`config.mk`:
```
export PLATFORM = sky130hd
export DESIGN_NAME = reg_file
export DESIGN_NICKNAME = d
export VERILOG_FILES = /design/src/rtl/reg_file.sv
export SDC_FILE = /design/constraint.sdc
export NUM_CORES = 1
export LEC_CHECK = 0
export CAP_MARGIN = 20
export CORE_MARGIN = 8
export CORE_UTILIZATION = 40
export DETAILED_ROUTE_END_ITERATION = 10
export MAX_ROUTING_LAYER = met4
export PLACE_DENSITY = 0.64
export REMOVE_ABC_BUFFERS = 1
export SYNTH_ARGS = -nofsm -noshare
export SYNTH_HDL_FRONTEND = slang
export SYNTH_SLANG_ARGS = --single-unit
```
`constraint.sdc`:
```
create_clock -name clk -period 11.1 [get_ports clk]
set_clock_uncertainty 0.2 [all_clocks]
set_input_delay 2.22 -clock clk [delete_from_list [all_inputs] [get_ports clk]]
set_output_delay 2.22 -clock clk [all_outputs]
set_load 0.1 [all_outputs]
```
`src/rtl/reg_file.sv`:
```
// reg_file: architectural register file for the 8-bit emulator datapath.
//
// 2**addr_width registers (R0..CR). R0 always reads zero and ignores writes.
// CR (the highest address) is also the target of the dedicated carry port.
// Two combinational read ports feed the ALU operands; the result write port
// and the carry port update the array on the rising clock edge. Registered
// zero/jump flags are kept for the branch logic.
//
// Optional feature: define REG_FILE_BYPASS_EN to forward this cycle's write
// data combinationally onto the read ports (result data wins over carry data).
//
// Ports:
//   clk          clock, all state updates on rising edge
//   reset        asynchronous active-high reset, clears all state
//   ra_addr      read port A address      ra_out  read port A data
//   rb_addr      read port B address      rb_out  read port B data
//   wr_en        result write enable
//   wr_addr      result write address
//   wr_data      result write data
//   car_en       carry write enable
//   car_data     carry write data (targets CR)
//   flag_en      flag capture enable
//   zero_in      zero flag input          zero_flag  registered zero flag
//   jump_in      jump flag input          jump_flag  registered jump flag
//   wr_conflict  one-cycle pulse after result and carry both targeted CR
module reg_file #(
    parameter int unsigned reg_width  = 8,
    parameter int unsigned addr_width = 4
) (
    input  logic                  clk,
    input  logic                  reset,
    input  logic [addr_width-1:0] ra_addr,
    input  logic [addr_width-1:0] rb_addr,
    output logic [reg_width-1:0]  ra_out,
    output logic [reg_width-1:0]  rb_out,
    input  logic                  wr_en,
    input  logic [addr_width-1:0] wr_addr,
    input  logic [reg_width-1:0]  wr_data,
    input  logic                  car_en,
    input  logic [reg_width-1:0]  car_data,
    input  logic                  flag_en,
    input  logic                  zero_in,
    input  logic                  jump_in,
    output logic                  zero_flag,
    output logic                  jump_flag,
    output logic                  wr_conflict
);

    localparam int unsigned num_regs = 1 << addr_width;
    localparam logic [addr_width-1:0] cr_addr = '1;

    logic [reg_width-1:0] regs [num_regs];

    logic collide;
    assign collide = wr_en && (wr_addr == cr_addr) && car_en;

    // Carry is applied first so a result write to CR in the same cycle
    // overrides it; that is the collision priority.
    always_ff @(posedge clk or posedge reset) begin
        if (reset) begin
            for (int unsigned i = 0; i < num_regs; i++) begin
                regs[i] <= '0;
            end
        end else begin
            if (car_en) begin
                regs[cr_addr] <= car_data;
            end
            if (wr_en && (wr_addr != '0)) begin
                regs[wr_addr] <= wr_data;
            end
        end
    end

    always_ff @(posedge clk or posedge reset) begin
        if (reset) begin
            zero_flag   <= 1'b0;
            jump_flag   <= 1'b0;
            wr_conflict <= 1'b0;
        end else begin
            wr_conflict <= collide;
            if (flag_en) begin
                zero_flag <= zero_in;
                jump_flag <= jump_in;
            end
        end
    end

    always_comb begin
        ra_out = regs[ra_addr];
`ifdef REG_FILE_BYPASS_EN
        if (car_en && (ra_addr == cr_addr)) begin
            ra_out = car_data;
        end
        if (wr_en && (ra_addr == wr_addr)) begin
            ra_out = wr_data;
        end
`endif
        if (ra_addr == '0) begin
            ra_out = '0;
        end
    end

    always_comb begin
        rb_out = regs[rb_addr];
`ifdef REG_FILE_BYPASS_EN
        if (car_en && (rb_addr == cr_addr)) begin
            rb_out = car_data;
        end
        if (wr_en && (rb_addr == wr_addr)) begin
            rb_out = wr_data;
        end
`endif
        if (rb_addr == '0) begin
            rb_out = '0;
        end
    end

endmodule

```
==> Flow_metrics.wiki <==
{| class="wikitable"
! Metric !! Value
|-
| Floorplan die area || 21210 sq um
|-
| Slowest Stage Delay on Critical Path || 1.19 ns
|-
| Mux cell area share after synthesis || 0.4286
|-
| Total overflow reported by the global router || 0
|-
| Pin count of the biggest net entering global routing || 82
|-
| Number of antenna violations at the first check in global routing || 0
|-
| Compound-gate portion of the synthesized area || 0.03425
|-
| Starting utilization of the core area || 0.4068
|-
| Largest family of logic cells by synthesized area || multiplexers
|-
| Number of cells on the worst reg-to-reg path || 2
|-
| Min-Delay Endpoint || jump_flag
|-
| Path class of the lowest-slack min-delay path || flop to flop
|-
| Number of post-CTS setup repair buffers || 0
|-
| Reg-to-reg slack, setup || 9.87 ns
|-
| Synthesized instance count || 459
|-
| Cell mode on critical path || sky130_fd_sc_hd__clkdlybuf4s50_1
|-
| Number of placement rows || 47
|-
| Critical Path Slowest Stage Cell || sky130_fd_sc_hd__clkdlybuf4s50_1
|-
| Worst hold start || jump_flag
|-
| Final instance area || 7858 sq um
|-
| Slew Limit Fails || 0
|-
| DRC violation count after routing || 0
|-
| Standard cell area after detailed placement || 7313 sq um
|-
| Element type at the critical path start || primary input
|-
| Count of final setup violators || 0
|-
| Commonest cells post-synth || 147 x sky130_fd_sc_hd__mux2_2, 123 x sky130_fd_sc_hd__dfrtp_1, 46 x sky130_fd_sc_hd__mux4_2
|-
| Total count of hold-check failures in the final report || 0
|-
| Post-Synth XOR/XNOR Area || 0
|-
| Simple-gate share of the synthesized area || 0.04820
|-
| WP data arrival || 5.34 ns
|-
| Instance count along the most critical hold path || 1
|-
| Run status || completed
|-
| Setup tns final || 0 ns
|-
| Router iterations before antenna repair || 6
|-
| Critical register-to-register path startpoint || regs[7]
|-
| Post-CTS Hold Buffers || 0
|-
| WS Path Type || primary input to primary output
|-
| Worst reg2reg endpoint || regs[7]
|-
| Number of warnings reported in the yosys synthesis log || 0
|-
| Vias in the first global route || 4651
|-
| Root Driver || sky130_fd_sc_hd__clkbuf_16
|-
| Number of clock sinks || 123
|-
| Global-route wire length before repair || 27460 um
|-
| Period Utilization, post-route || 0.6988
|-
| Number of max-cap violations || 0
|-
| Most common flop cell mapped by yosys || sky130_fd_sc_hd__dfrtp_1
|-
| Final period demand of the worst path || 7.756 ns
|-
| Pre-CTS setup slack || 3.340 ns
|-
| Number of distinct library cell variants in the gate-level netlist after synthesis || 32
|-
| CP required || 8.68 ns
|-
| Portion of synthesized cell area occupied by the leading cell type || 0.4578
|-
| Total number of vias || 4294
|-
| Least setup slack across all paths after layout || 3.344 ns
|-
| Worst slack on hold paths || 0.3082 ns
|-
| Worst path top cell family by delay || buffers and inverters
|-
| Deepest level of the CTS H-tree || 4
|-
| Leading cell type by number of instances after synthesis || sky130_fd_sc_hd__mux2_2
|-
| Cells taking the most area after synthesis || sky130_fd_sc_hd__dfrtp_1 46%, sky130_fd_sc_hd__mux2_2 25%, sky130_fd_sc_hd__mux4_2 15%, sky130_fd_sc_hd__mux2i_1 2.8%, sky130_fd_sc_hd__a221oi_1 1.4%
|-
| Critical-path cell list || clkdlybuf4s50_1 > mux2i_1 > mux4_2 > o211ai_1 > clkdlybuf4s50_1
|-
| Setup repair after global routing missed its margin || false
|-
| Fraction of layout instances using a drive strength above 1 || 0.4626
|-
| Count of state elements after synthesis || 123
|-
| Number of nets in the layout || 532
|-
| DRT Wirelength || 17150 um
|-
| Detail Placement HPWL || 11500 um
|-
| Placer's final routability congestion estimate || 0.8492
|-
| CTS buffer count || 17
|-
| Achievable frequency || 0.1289 GHz
|-
| Top-level I/O count || 54
|-
| EDFF count, synth || 0
|-
| Clock tree from TritonCTS || built
|-
| Cell type with the highest aggregate area in the netlist || sky130_fd_sc_hd__dfrtp_1
|-
| Sum of buffers and inverters on the critical path || 2
|-
| Async S/R FF share, synth || 1.000
|-
| Core area || 16520 sq um
|-
| Worst Path Max Fanout || 16
|-
| Post-synthesis cell area || 6723 sq um
|-
| Drt wl/cell || 23.55 um
|-
| Clock-pin slew on the worst setup and hold paths || 0.05 ns
|-
| Die Wd || 145.6 um
|-
| DRT iter0 DRCs || 282
|-
| Number of buffer cells added on primary ports || 53
|-
| Power density over the cells || 194.8 nW/um^2
|-
| Worst-margin pin slew || 1.056 ns
|-
| Final antenna diode count || 0
|-
| Static Leak || 3.154 nW
|-
| Vias per cell || 5.898
|-
| Worst rel slew slack || 0.2961
|-
| Resized cells post-CTS || 0
|-
| Worst-case vdd ir drop || 0.0001160 V
|-
| Layout Area Growth over Synthesis || 16.88%
|-
| Synthesized-area fraction occupied by adder cells || 0
|-
| Global Route Usage Sum || 0.1731
|-
| Antenna violation net count after detailed routing || 0
|-
| Post-synthesis sequential area ratio || 0.4578
|-
| Y dimension of the die || 145.6 um
|-
| Synthesized area divided by synthesized cell count || 14.65 sq um
|-
| Critical Path End Type || primary output
|-
| Clk buf depth || 2
|-
| Worst-Skew Late Latency || 0.41 ns
|}
-- routing by layer --
| metal | track usage | vias to the layer above | routed length (um) |
|---|---|---|---|
| met3 | 0.02705 | 20 | 553 |
| met4 | 0.06976 | 0 | 313 |
| li1 | - | 1845 | - |
| met5 | - | - | 0 |
| met2 | 0.2755 | 105 | 8661 |
| met1 | 0.2184 | 2324 | 7618 |
-- flip-flops by register name, indices dropped and copies added (netlist names) --
name,count
zero_flag,1
jump_flag,1
regs,120
wr_conflict,1
-- report_power, final --
part	internal [W]	switching, W
logic	0.000206	0.000212
clock network	0.000305	0.000184
registers	0.000549	0.0000738
-- cells by family (layout without fill, tap and decap cells) --
family,count (synthesis),after routing
AO/OA/AOI/OAI,31,31
buffers and inverters,37,86
flip-flops,123,123
multiplexers,212,212
AND/OR/NAND/NOR,56,56
-- cell usage in the layout, fill, tap and decap left out, types with 7 or more instances in the layout --
cell type,count
sky130_fd_sc_hd__a221oi_1,11
sky130_fd_sc_hd__clkbuf_1,7
sky130_fd_sc_hd__clkbuf_16,17
sky130_fd_sc_hd__clkdlybuf4s50_1,49
sky130_fd_sc_hd__dfrtp_1,123
sky130_fd_sc_hd__mux2_2,147
sky130_fd_sc_hd__mux2i_1,19
sky130_fd_sc_hd__mux4_2,46
sky130_fd_sc_hd__nor2_2,9
sky130_fd_sc_hd__nor3b_1,7
sky130_fd_sc_hd__o22ai_1,7
-- worst max-delay path by stage --
| stage | startpoint | end | cells past startpoint |
|---|---|---|---|
| final | ra_addr[2] | ra_out[3] | 5 |
| after global routing | ra_addr[2] | ra_out[3] | 5 |
| after CTS | ra_addr[2] | ra_out[3] | 5 |
| after detailed placement | ra_addr[2] | ra_out[3] | 5 |
| after global placement | rb_addr[2] | rb_out[3] | 5 |
| after floorplan | rb_addr[3] | rb_out[2] | 3 |
-- area by class of cell --
class	instances	area, sq um
Multi-Input combinational cell	299	3436
Fill cell	1415	8667
Sequential cell	123	3078
Timing Repair Buffer	55	545.5
Clock buffer	28	506.7
Inverter	1	6.256
Tap cell	220	275.3
Clock inverter	2	10.01
-- through the flow --
step / utilization / std cells / total power, W
2_1_floorplan: - / 423 / 0.0009214
3_3_place_gp: 0.4426 / 697 / 0.001028
3_5_place_dp: 0.4426 / 697 / 0.001044
4_1_cts: 0.4738 / 727 / 0.001537
5_1_grt: 0.4755 / 728 / 0.001598
6_report: 0.4755 / 728 / 0.001530
Note: power is estimated with default switching activity, not from simulation.
